**src/rtl/pipeline_sink_buffer.sv**
```systemverilog
// rtl/pipeline_sink_buffer.sv - Stall-to-pop sink FIFO terminating the valid/stall pipeline
// Optional feature macro: PIPELINE_SINK_STALL_CNT_EN (saturating stalled-valid cycle counter)
module pipeline_sink_buffer #(
    parameter int DEPTH = 4,
    parameter int WIDTH = 32
) (
    input  logic                   clk,
    input  logic                   rst,
    input  logic                   valid_input,
    input  logic [WIDTH-1:0]       data_input,
    output logic                   stall_output,
    output logic                   valid_output,
    output logic [WIDTH-1:0]       data_output,
    input  logic                   pop_input,
    output logic [$clog2(DEPTH):0] count_output
`ifdef PIPELINE_SINK_STALL_CNT_EN
    ,
    output logic [15:0]            stall_cycles_output
`endif
);

    localparam int AW = $clog2(DEPTH);
    localparam int CW = AW + 1;

    logic [WIDTH-1:0] r_mem [DEPTH];
    logic [AW-1:0]    r_wr_ptr;
    logic [AW-1:0]    r_rd_ptr;
    logic [CW-1:0]    r_count;

    logic w_full;
    logic w_push;
    logic w_pop;

    // Stall depends on registered occupancy only, so a same-cycle pop cannot admit a push.
    assign w_full       = (r_count == CW'(DEPTH));
    assign stall_output = w_full;
    assign valid_output = (r_count != '0);
    assign w_push       = valid_input & ~w_full;
    assign w_pop        = pop_input & valid_output;
    assign data_output  = valid_output ? r_mem[r_rd_ptr] : '0;
    assign count_output = r_count;

    always_ff @(posedge clk) begin
        if (w_push) begin
            r_mem[r_wr_ptr] <= data_input;
        end
    end

    always_ff @(posedge clk) begin
        if (!rst) begin
            r_wr_ptr <= '0;
            r_rd_ptr <= '0;
            r_count  <= '0;
        end else begin
            if (w_push) begin
                r_wr_ptr <= r_wr_ptr + AW'(1);
            end
            if (w_pop) begin
                r_rd_ptr <= r_rd_ptr + AW'(1);
            end
            case ({w_push, w_pop})
                2'b10:   r_count <= r_count + CW'(1);
                2'b01:   r_count <= r_count - CW'(1);
                default: r_count <= r_count;
            endcase
        end
    end

`ifdef PIPELINE_SINK_STALL_CNT_EN
    logic [15:0] r_stall_cnt;

    always_ff @(posedge clk) begin
        if (!rst) begin
            r_stall_cnt <= '0;
        end else if (valid_input && w_full && (r_stall_cnt != 16'hFFFF)) begin
            r_stall_cnt <= r_stall_cnt + 16'd1;
        end
    end

    assign stall_cycles_output = r_stall_cnt;
`endif

endmodule
```
**config.mk**
```make
export PLATFORM = sky130hd
export DESIGN_NAME = pipeline_sink_buffer
export DESIGN_NICKNAME = d
export VERILOG_FILES = /design/src/rtl/pipeline_sink_buffer.sv
export SDC_FILE = /design/constraint.sdc
export NUM_CORES = 1
export LEC_CHECK = 0
export BUFFER_PORTS_ARGS = -buffer_cell sky130_fd_sc_hd__buf_2
export CAP_MARGIN = 20
export CORE_ASPECT_RATIO = 1.5
export CORE_MARGIN = 2
export CORE_UTILIZATION = 35
export CTS_BUF_LIST = sky130_fd_sc_hd__clkbuf_16
export CTS_CLUSTER_SIZE = 12
export DETAILED_ROUTE_END_ITERATION = 12
export HOLD_SLACK_MARGIN = 0.06
export SYNTH_ARGS = -nofsm -noshare
export SYNTH_HDL_FRONTEND = slang
export SYNTH_SLANG_ARGS = --single-unit
```
**constraint.sdc**
```tcl
create_clock -name clk -period 2.2 [get_ports clk]
set_clock_uncertainty 0.1 [all_clocks]
set_input_delay 0.22 -clock clk [delete_from_list [all_inputs] [get_ports clk]]
set_output_delay 0.22 -clock clk [all_outputs]
set_load 0.05 [all_outputs]
```
# == Word-level counts from Yosys, hierarchy flattened ==
# Memories as Yosys holds them, arrays and structs flattened. A register that Yosys moved wholly into a read port is not among the register bits.
# Index checks and enable logic that the tools add are counted.
# totals
ff_bits,7
elab_cells,22
mem_count,1
output_inout_bits,37
inputBits,36
mem_bits_rw,128
# mem_list
memory,depth,word_bits,read_ports,rd_ports_with_merged_regs,write_ports,line_no,rtl
r_mem,4,32,1,1,1,25,logic [WIDTH-1:0] r_mem [DEPTH];
# op_classes
n_reduce_logical,2
muxes,6
n_eq_ne,3
add_sub_neg,4
bitwise_logic,3
# ops
operator,count
$mux 32,1
$pmux 3 s2,1
$add 2x1->2 const B,2
$mux 2,2
$add 3x1->3 const B,1
$eq 3x3->1 const B,1
$reduce_bool 3->1,1
$sub 3x1->3 const B,1
$and 1x1->1,2
$eq 2x1->1 const B,1
$eq 2x2->1 const B,1
$mux 1,2
$reduce_bool 2->1,1
$not 1->1,1

# == Depth between registers and ports, before layout ==
# depth
depth_word,5
ltp_mapped,10
ltp_nobuf,9

# == Worst setup path after synthesis ==
# OpenSTA, ideal clock, no wires.
# synth_path
path_type,register to register
startpoint,"register r_count[2], in the netlist count_output[2]"
endpoint,"register r_count[2], in the netlist count_output[2]"
stages_incl_launch_ff,11
t_arrival_ns,3.467
path_buffers,1
slack_ns,-1.442
required_ns,2.024
synth_period_minus_slack_ns,3.642
setup_time_ns,0.076
path_cell_list,dfxtp_1 nor3b_1 nor2b_1 clkbuf_1 inv_1 ha_1 inv_1 fa_1 xor2_1 or3_1 a21boi_0
# synth_between
elab_chain_len,5
word_cells_on_any_way,11
classes_between,add/sub (2); eq/ne (3); mux (1); bitwise (3); reduce/logical (2)
# synth_lines
element,line_no,rtl
start: declaration,28,logic [CW-1:0] r_count;
start signal: assignment,62,2'b10: r_count <= r_count + CW'(1);
start signal: assignment,63,2'b01: r_count <= r_count - CW'(1);
start signal: assignment,64,default: r_count <= r_count;
$eq 3x3->1 *,35,assign w_full = (r_count == CW'(DEPTH));
net stall_output,11,"output logic stall_output,"
$not 1->1 *,38,assign w_push = valid_input & ~w_full;
$and 1x1->1 *,38,
$eq 2x1->1 / $eq 2x2->1 (equally long branches),61,"case ({w_push, w_pop})"
$pmux 3 s2 / $reduce_bool 2->1 (equally long branches),-,
# Mark *: on every way through the listed nets, which the timed path passes. The rest lies on a longest branch.
# A chain may end at the register's enable or synchronous reset.

==> results by group <==
Synth
  • Unique masters post-synth: 21
  • Post-synth top cells: 128 x edfxtp_1, 34 x nor2b_1, 32 x mux4_2, 9 x dfxtp_1
  • Synth warn: 0
  • Synthesized cell area: around 5300 sq um
  • Top-count cell post-synth: edfxtp_1
  • Part of the Yosys area used for sequential elements: roughly three quarters
  • Post-synth top area cell: edfxtp_1
  • Yosys top cell area share: between 70% and 80%
  • Post-synth EDFFs: 128
  • Flop and latch count out of synthesis: 137
  • Post-synthesis cell count: 257
  • Synth top area cells: edfxtp_1 72%, mux4_2 14%, nor2b_1 4.0%
  • Syn Nets: between 200 and 300
  • Average size of a mapped cell: 20.73 sq um
  • Share of flip-flops with an asynchronous set or reset: 0%
  • Synth Flop Type: edfxtp_1

Setup path
  • Crit path capture: data_output[27]
  • Critical Path Source Type: register
  • Kind of critical path: reg2out
  • R2r worst-path depth: 8
  • RR Startpoint: count_output[0]$_SDFFE_PN0P_
  • Worst Path Arrival: approximately 1.9 ns
  • Flop-to-flop setup slack: 0.15 ns
  • Crit. End Element: output port
  • Worst Path Required: 1.88 ns
  • Worst flop-to-flop path endpoint: count_output[2]$_SDFFE_PN0P_
  • Worst-path maximum fanout: 8

Clocking
  • TritonCTS Buffers: 17
  • Htree depth: 4
  • Clock slew at reported path FFs: approximately 0.06 ns
  • CTS tree: yes
  • Sink Count: between 100 and 150
  • Clock Path Buffers: 2
  • Clk_lat worst skew: 0.41 ns
  • Clk root buf: clkbuf_16

Final layout
  • Ant diodes: 0
  • Nets: approximately 430
  • Post-layout util: around half
  • Syn-to-layout area delta: 38.49%
  • Combined flip-flop and latch cell area: a little over 4000 sq um
  • Layout cell share with drive strength beyond 1: between 40% and 50%
  • Multi-input gate area: 1341 sq um
  • Filler instances: roughly 1,300

Floorplanning
  • Die height: between 150 and 200 microns
  • IO Pins: 73
  • Core area: 15,000 sq um
  • Die area: approximately 16,000 sq um
  • Starting Density: between 30% and 40%
  • Rows: 55
  • Die Width: between 100 and 150 microns

Detailed routing
  • Avg WL per Cell: 17.55 microns
  • Drt pass-1 iters: 4
  • Residual DRC count: 0
  • Total Routed Length: about 10 mm
  • Vias per std cell: 4.640
  • Drt initial violations: 95
  • Routed Antenna Nets: 0
  • Vias: ~2,800

STA
  • Hold_ws: approximately 0.11 ns
  • Final Max Slew Viols: 0
  • Relative slew slack: about two thirds
  • FMAX: ~450 MHz
  • Final Critical Period: 2.216 ns
  • Slack of the critical path: -0.01606 ns
  • Pin slew with the least headroom to its limit: 0.4981 ns
  • Final Hold Viols: 0
  • RSZ-0062 raised after global routing: true
  • Final setup vio count: 5
  • Final period util: 100.7%

Power and ir drop
  • Peak VDD IR: 566.1 uV
  • Pwr dens: ~1400 nW/um^2
  • Pleak: 2.577 nW

Placed design
  • Port bufs: 72
  • Detail Placement HPWL: approximately 6 mm
  • Placer Congestion: slightly below 0.7

Status
  • Outcome: finished with violations
  • Failing checks: negative setup slack

GRT
  • Largest net degree at the start of global routing: 37
  • Total gr overflow: 0
  • First-pass GRT wire length: 16.35 mm
  • Initial antenna violation count: 0
  • Vias in the first global route: just over 3,000
  • GRT Overall Usage: 13.80%

Run
  • Max Cap Violations: 0

Hold path
  • Worst Hold Class: in2reg
## cell families after synthesis
group	synth area share, %
adder cells (fa/ha/maj)	1.550
AO/OA/AOI/OAI	0.7514
flip-flops	75.53
XOR/XNOR	0.3289
AND/OR/NAND/NOR	5.965
buffers and inverters	1.973
multiplexers	13.90
## layout by cell type, fill, tap and decap left out, types with 4 or more instances in the layout
cell type      count
nand2_1            7
ha_1               4
nor2b_4           13
nor2b_1           18
inv_6              5
edfxtp_1         128
buf_4              7
dfxtp_1            4
and2_2             4
inv_1              5
buf_12             5
dlygate4sd3_1     33
clkinvlp_4         5
clkbuf_16         17
mux4_2            32
o21ai_0            4
buf_2             40
buf_6             33
## what timing repair did
| item | 4_1_cts | 5_1_grt |
|---|---|---|
| pin swaps | 0 | 0 |
| hold endpoints to repair | 134 | 0 |
| endpoints found under the setup margin | 32 | 32 |
| setup buffers | 0 | 0 |
| cloned | 3 | 0 |
| hold buffers | 33 | 0 |
| gates resized for setup | 89 | 8 |
## area by class of cell
class,instances,share of cell area (%)
Timing Repair Buffer,121,15.41
Sequential cell,137,54.69
Clock inverter,15,2.221
Inverter,7,0.3561
Tap cell,199,3.375
Multi-Input combinational cell,101,18.18
Clock buffer,17,5.766
## how the worst min path moves through the flow
stage / startpoint / to / slack [ns] / cells past startpoint
finish: pop_input / r_rd_ptr[0]$_SDFFE_PN0P_ / 0.11 / 3
global route: pop_input / register / 0.13 / 3
floorplan: data_input[0] / r_mem[0][0]$_DFFE_PP_ / 0.22 / 0
detailed placement: data_input[22] / r_mem[2][22]$_DFFE_PP_ / 0.34 / 1
global placement: data_input[29] / r_mem[2][29]$_DFFE_PP_ / 0.33 / 1
CTS: pop_input / r_rd_ptr[0]$_SDFFE_PN0P_ / 0.08 / 3
## flip-flops by register name, summed over array words and instances (netlist names), named ones only
| signal | flops |
|---|---|
| r_rd_ptr | 2 |
| r_wr_ptr | 2 |
| count_output | 3 |
| r_mem | 128 |
## report_power, final
part	switching, W	internal, W
clock network	0.00108	0.00168
logic	0.00270	0.00180
registers	0.000144	0.00316
## per-stage QoR
step	area (sq um)	setup WS, ns	std cells	TNS, ns	power [W]
finish	7378	-0.01606	597	-0.04109	0.01057
detailed placement	6065	0.1607	529	0	0.006891
CTS	7351	-0.04785	597	-0.9778	0.01065
global placement	6065	0.2453	529	0	0.006844
global route	7378	-0.07383	597	-1.940	0.01101
floorplan	5369	-0.3236	257	-0.5100	0.006023
## metal layers
layer	global-route usage [%]	routed length, microns	share of wire (%)
met5	0	0	0
met2	26.38	6174	59
met3	3.435	361	3.4
met4	6.349	157	1.5
met1	13.88	3784	36
## critical path, cell delays in order, from the launching register on
cell and delay [ns]:
dfxtp_4 0.46, buf_16 0.18, mux4_2 0.52, nor2b_4 0.15
buf_6 0.17
No activity file was read; power rests on OpenSTA's default activity.
